## config.mk

```make
export PLATFORM = sky130hd
export DESIGN_NAME = inst_queue
export DESIGN_NICKNAME = d
export VERILOG_FILES = /design/src/rtl/cpu_fetch_pkg.sv /design/src/rtl/inst_queue_ram.sv /design/src/rtl/inst_queue.sv
export SDC_FILE = /design/constraint.sdc
export NUM_CORES = 1
export LEC_CHECK = 0
export ABC_AREA = 1
export BUFFER_PORTS_ARGS = -buffer_cell sky130_fd_sc_hd__buf_2
export CORE_MARGIN = 10
export CORE_UTILIZATION = 40
export DETAILED_ROUTE_END_ITERATION = 10
export PLACE_DENSITY_LB_ADDON = 0.1
export SYNTH_ARGS = -nofsm -noshare
export SYNTH_HDL_FRONTEND = slang
export SYNTH_SLANG_ARGS = --single-unit
```

## constraint.sdc

```tcl
create_clock -name clk -period 6.2 [get_ports clk]
set_input_delay 0.93 -clock clk [delete_from_list [all_inputs] [get_ports clk]]
set_output_delay 0.93 -clock clk [all_outputs]
set_load 0.01 [all_outputs]
```

## src/rtl/cpu_fetch_pkg.sv

```systemverilog
// cpu_fetch_pkg: shared fetch/decode entry type and default widths
package cpu_fetch_pkg;
  localparam int INST_W = 32;
  localparam int PC_W   = 32;
  typedef struct packed {
    logic [PC_W-1:0]   pc;
    logic [INST_W-1:0] inst;
  } fetch_entry_t;
endpackage

```

## src/rtl/inst_queue_ram.sv

```systemverilog
// inst_queue_ram: entry storage, synchronous write and asynchronous read
module inst_queue_ram #(
  parameter int WIDTH = 64,
  parameter int DEPTH = 8,
  parameter int AW    = $clog2(DEPTH)
) (
  input  logic             clk,
  input  logic             i_we,
  input  logic [AW-1:0]    i_waddr,
  input  logic [WIDTH-1:0] i_wdata,
  input  logic [AW-1:0]    i_raddr,
  output logic [WIDTH-1:0] o_rdata
);
  logic [WIDTH-1:0] r_mem [DEPTH];
  always_ff @(posedge clk)
    if (i_we) r_mem[i_waddr] <= i_wdata;
  assign o_rdata = r_mem[i_raddr];
endmodule

```

## src/rtl/inst_queue.sv

```systemverilog
// inst_queue: FWFT fetch-to-decode queue of {pc, inst} with flush and occupancy status
module inst_queue
  import cpu_fetch_pkg::*;
#(
  parameter int INST_WIDTH         = INST_W,
  parameter int PC_WIDTH           = PC_W,
  parameter int BUFFER_DEPTH       = 8,
  parameter int ALMOST_FULL_THRESH = BUFFER_DEPTH - 2
) (
  input  logic                          clk,
  input  logic                          reset,
  input  logic                          flush,
  input  logic                          in_valid,
  output logic                          in_ready,
  input  logic [INST_WIDTH-1:0]         in_inst,
  input  logic [PC_WIDTH-1:0]           in_pc,
  output logic                          out_valid,
  input  logic                          out_ready,
  output logic [INST_WIDTH-1:0]         out_inst,
  output logic [PC_WIDTH-1:0]           out_pc,
  output logic [$clog2(BUFFER_DEPTH):0] count,
  output logic                          almost_full,
  output logic                          is_empty,
  output logic                          is_full
);
  localparam int AW = $clog2(BUFFER_DEPTH);
  localparam logic [AW:0] AF_TH = (AW+1)'(ALMOST_FULL_THRESH);
  logic [AW:0] r_wr_ptr, r_rd_ptr;
  logic        w_push, w_pop;
  logic [PC_WIDTH+INST_WIDTH-1:0] w_rdata;
  assign count       = r_wr_ptr - r_rd_ptr;
  assign is_empty    = r_wr_ptr == r_rd_ptr;
  assign is_full     = (r_wr_ptr[AW-1:0] == r_rd_ptr[AW-1:0]) && (r_wr_ptr[AW] != r_rd_ptr[AW]);
  assign almost_full = count >= AF_TH;
  assign in_ready    = !is_full;
  assign out_valid   = !is_empty;
  // flush wins over both handshakes, so neither pointer nor storage sees them
  assign w_push = in_valid && in_ready && !flush;
  assign w_pop  = out_valid && out_ready && !flush;
  always_ff @(posedge clk or posedge reset)
    if (reset) begin
      r_wr_ptr <= '0;
      r_rd_ptr <= '0;
    end else if (flush) begin
      r_wr_ptr <= '0;
      r_rd_ptr <= '0;
    end else begin
      if (w_push) r_wr_ptr <= r_wr_ptr + 1'b1;
      if (w_pop)  r_rd_ptr <= r_rd_ptr + 1'b1;
    end
  inst_queue_ram #(
    .WIDTH(PC_WIDTH + INST_WIDTH),
    .DEPTH(BUFFER_DEPTH)
  ) u_ram (
    .clk    (clk),
    .i_we   (w_push),
    .i_waddr(r_wr_ptr[AW-1:0]),
    .i_wdata({in_pc, in_inst}),
    .i_raddr(r_rd_ptr[AW-1:0]),
    .o_rdata(w_rdata)
  );
  assign {out_pc, out_inst} = w_rdata;
endmodule
```

# Yosys cells after proc, flatten, opt, wreduce, memory -nomap -nowiden
# Memories as Yosys holds them, arrays and structs flattened.
# Cells that the tools add are included.
# classes
n_addsub	3
n_lt_le_gt_ge	1
reduce_logical	10
eq_ne	3
mux	6
# op_table
op	count
4-bit 2-to-1 mux	4
4-bit by 1-bit adder with 4-bit output (second input constant)	2
1-bit logical AND	5
4-bit equality test	1
4-bit by 3-bit greater-or-equal comparator with 1-bit output (second input constant)	1
2-bit nonzero test	2
4-bit subtractor	1
3-bit equality test	1
1-bit logical NOT	3
1-bit 2-to-1 mux	2
1-bit != test	1
# totals
reg_bits	8
out_inout_bits	73
mem_count	1
inputBits	69
elab_cells	26
ram_bits	512
# memory_table
name	depth	width	rd	rd_ports_with_merged_regs	wr	line_no	rtl
u_ram.r_mem	8	64	1	0	1	inst_queue_ram.sv:14	logic [WIDTH-1:0] r_mem [DEPTH];

# Longest topological paths before layout
# depth
depth_word	7
mapped_depth	12
depth_no_buf	9

# Modules after synthesis
# From an unflattened synthesis, not the netlist that was laid out.
# hier_totals
hier_cells	2318
area_unflattened_um2	23037.1
# modules_own_cells
module	area_each_um2	seq_area_each_um2	instances	cells_per_inst
inst_queue_ram	22376.5	15374.7	1	2230
inst_queue	660.6	200.2	1	88

# Worst setup path before layout
# No wires, ideal clock.
# synth_timing
kind	register -> register
start	register r_rd_ptr[1]
end	memory u_ram.r_mem[2][0] (enable)
stages_incl_launch_ff	11
setup_ns	0.487
arrival_ns	4.350
n_path_buf	3
path_slack_ns	1.364
period_less_slack_ns	4.836
t_required_ns	5.713
path_cell_list	dfrtp_1 -> buf_4 -> inv_2 -> buf_4 -> buf_2 -> ha_1 -> nand2_1 -> nor2_1 -> nand2_1 -> nand4_1 -> nor2_1
# synth_via
elab_chain_cells	7
# synth_lines
element	line_no	rtl
start, declared	inst_queue.sv:28	logic [AW:0] r_wr_ptr, r_rd_ptr;
start signal, assigned	inst_queue.sv:49	if (w_pop) r_rd_ptr <= r_rd_ptr + 1'b1;
3-bit equality test	inst_queue.sv:33	assign is_full = (r_wr_ptr[AW-1:0] == r_rd_ptr[AW-1:0]) && (r_wr_ptr[AW] != r_rd_ptr[AW]);
1-bit logical AND	inst_queue.sv:33	
1-bit logical NOT	inst_queue.sv:35	assign in_ready = !is_full;
net in_ready	inst_queue.sv:14	output logic in_ready,
1-bit logical AND (2 in series)	inst_queue.sv:38	assign w_push = in_valid && in_ready && !flush;
1-bit 2-to-1 mux	inst_queue_ram.sv:16	if (i_we) r_mem[i_waddr] <= i_wdata;
1-bit 2-to-1 mux (not written as such)	inst_queue_ram.sv:16	
end, declared	inst_queue_ram.sv:14	
# The timed path passes the listed nets, and every way through them passes these cells.

# Worst setup path after layout
# layout_timing
start	register r_rd_ptr[0]
end	output port out_inst[15]
# layout_via
elab_chain_cells	1
# layout_lines
element	line_no	rtl
memory 8 x 64 bit	-	
end, declared	inst_queue.sv:19	output logic [INST_WIDTH-1:0] out_inst,
# Every way passes these cells.

==> metrics.txt <==
status finished clean; CP arrival 3740 ps; nets 1998; Final setup viols 0; Fin Setup TNS 0 ps; fmax 214 MHz; post-CTS resize count 0; Post-synth top cells nor2_1 (524), edfxtp_1 (512), nand2_1 (356); RePlAce Congestion 0.728; Seq/Total Area, Yosys 73.9%; net count after synthesis 1884; Synth area leader edfxtp_1; flops & latches, synth 520; R2R Path Start r_rd_ptr[2]; PwrDens 343 nW/um^2; synth top area cells edfxtp_1 (73%), nor2_1 (9.3%), nand2_1 (6.3%), o21ai_1 (4.5%), o21ai_0 (1.6%); Routed WL per cell 19.1 microns; HP Class input pin to asynchronous set/reset pin; GR Util All Layers 15.9%; Clock transition at path regs 60 ps; DP Wirelength 26500 microns; Worst Path Class, Setup flip-flop to output port; Setup crit start kind flip-flop; Peak supply drop 0.159 mV; CTS sink cnt 520; RSZ-0062 raised after global routing false; initial antenna violation count 6; total power draw 8.23 mW; Area Overhead vs Synth 13.7%; Reg2Reg Depth 8; r2r endpoint u_ram.r_mem[1][36]; Leakage 8.80 nW; vias per inst 4.92; Routed Wire Length 50800 microns; Post-CTS Setup Inserts 0; Least-Margin Pin Slew 1090 ps; Mean Syn Cell Area 11.7 sq um; Max Cap Viol 0; yosys synthesis warning count 0; Crit path largest cell delay 860 ps; CP endpoint kind output port; most used cell, CP nand2_1; Root Driver clkbuf_16; Crit Path Max Fanout 115; Port-buffer cells 141; number of global-route vias before repair 13200; flop2flop setup slack 2170 ps; FFs w/ async S/R, synth 1.54%; Initial Utilization 40.3%; Clock Skews 15.4 ps; CTS Buffer Depth 3; CTS Hold Bufs 0; Post-synth EDFFs 512; WP data required 5270 ps; initial DRC count 781; grt ovf 0; Layout fillers 4817; fin crit share 75.4%; H-Tree Depth 2; critical path's slowest cell dfrtp_4; Synth top area share 72.9%; die area 62300 sq um; die width 250 microns; distinct cell type count after synthesis 23; largest net degree at the start of global routing 208; post-route ant nets 0; # DRC 0; Die Y 250 microns; final hold viol count 0; IO Pins 142; drt first pass iters 4; Rel. slew slack 27.1%; TritonCTS buffer count 55; crit-path cells clkinv_4 -> buf_4 -> o21ai_0 -> nand2_1 -> nand2_1 -> nand2_1 -> buf_2; count leader, synth nor2_1; share of cells above drive strength 1 12.2%; vias 13100; CTS tree built; Netlist Area Pre-Place 21100 sq um; Cell Rows 84; core area 52300 sq um; Tmin final 4670 ps; first-pass GRT wire length 78700 microns; worst-skew pair later-pin latency 590 ps; Gate Count Post-Synth 1809; final slew viol count 0; Synth Flop Type edfxtp_1
state kept, by name, indices dropped and copies added, names as in the netlist:
signal and count:
r_wr_ptr 4, r_rd_ptr 4, u_ram.r_mem 512
layer usage:
metal  GRT usage (%)  wire length [microns]
met3            3.00                   2000
met5               0                     64
met4            4.00                    788
met2            26.5                  24200
met1            21.0                  23700
cell type report:
type / instances / area (sq um) / area share [%]
Antenna cell: 1 / 2.50 / 0.0104
Clock buffer: 74 / 1490 / 6.22
Clock inverter: 25 / 158 / 0.658
Inverter: 15 / 63.8 / 0.266
Multi-Input combinational cell: 1170 / 4890 / 20.4
Sequential cell: 520 / 15600 / 65.1
Tap cell: 688 / 861 / 3.59
Timing Repair Buffer: 161 / 906 / 3.78
placed cells by master (no fill, tap or decap), drive strengths merged:
master      n
clkinv     23
diode       1
clkbuf     74
nand3      15
edfxtp    512
nor2      524
bufinv      2
xnor2       1
o21ai     256
fa          1
xor2        2
nand2     356
dfrtp       8
buf       161
ha          5
clkinvlp    2
inv        13
nand4       9
nand3b      1
how the worst max path moves through the flow:
stage / from / slack (ps) / cells past startpoint / end
floorplan: r_rd_ptr[1] / 1360 / 10 / u_ram.r_mem[2][0]
global placement: r_rd_ptr[0] / 2090 / 7 / out_inst[15]
detailed placement: r_rd_ptr[2] / 2080 / 8 / u_ram.r_mem[7][18]
CTS: r_rd_ptr[0] / 1440 / 7 / out_inst[15]
global route: r_rd_ptr[0] / 1200 / 7 / out_inst[15]
finish: r_rd_ptr[0] / 1530 / 7 / out_inst[15]
through the flow:
stage | util, % | cells | instance area, sq um | setup slack, ps | hold slack (ps)
floorplan | - | 1809 | 21100 | 1360 | 540
global placement | 42.6 | 2554 | 22300 | 2090 | 569
detailed placement | 42.6 | 2554 | 22300 | 2080 | 580
CTS | 45.8 | 2653 | 24000 | 1440 | 263
global route | 45.8 | 2654 | 24000 | 1200 | 301
finish | 45.8 | 2654 | 24000 | 1530 | 287
logic make-up after synthesis:
kind of cell	count (synthesis)	share of synthesized area (%)
AND/OR/NAND/NOR	905	16.3
flip-flops	520	73.9
AO/OA/AOI/OAI	256	6.08
buffers and inverters	119	3.19
adder cells (fa/ha/maj)	6	0.392
XOR/XNOR	3	0.125
worst max-delay path, delay by kind of cell, from the launching register on:
kind	cells	cell delay, ps
compound gates	1	250
buf+inv	3	1660
flops	1	860
simple gates	3	270
where the power goes:
group | switching [mW] | internal [mW]
clock | 1.30 | 1.75
combinational | 0.840 | 0.372
sequential | 0.0505 | 3.92
total | 2.19 | 6.04
No activity file was read; power rests on OpenSTA's default activity.
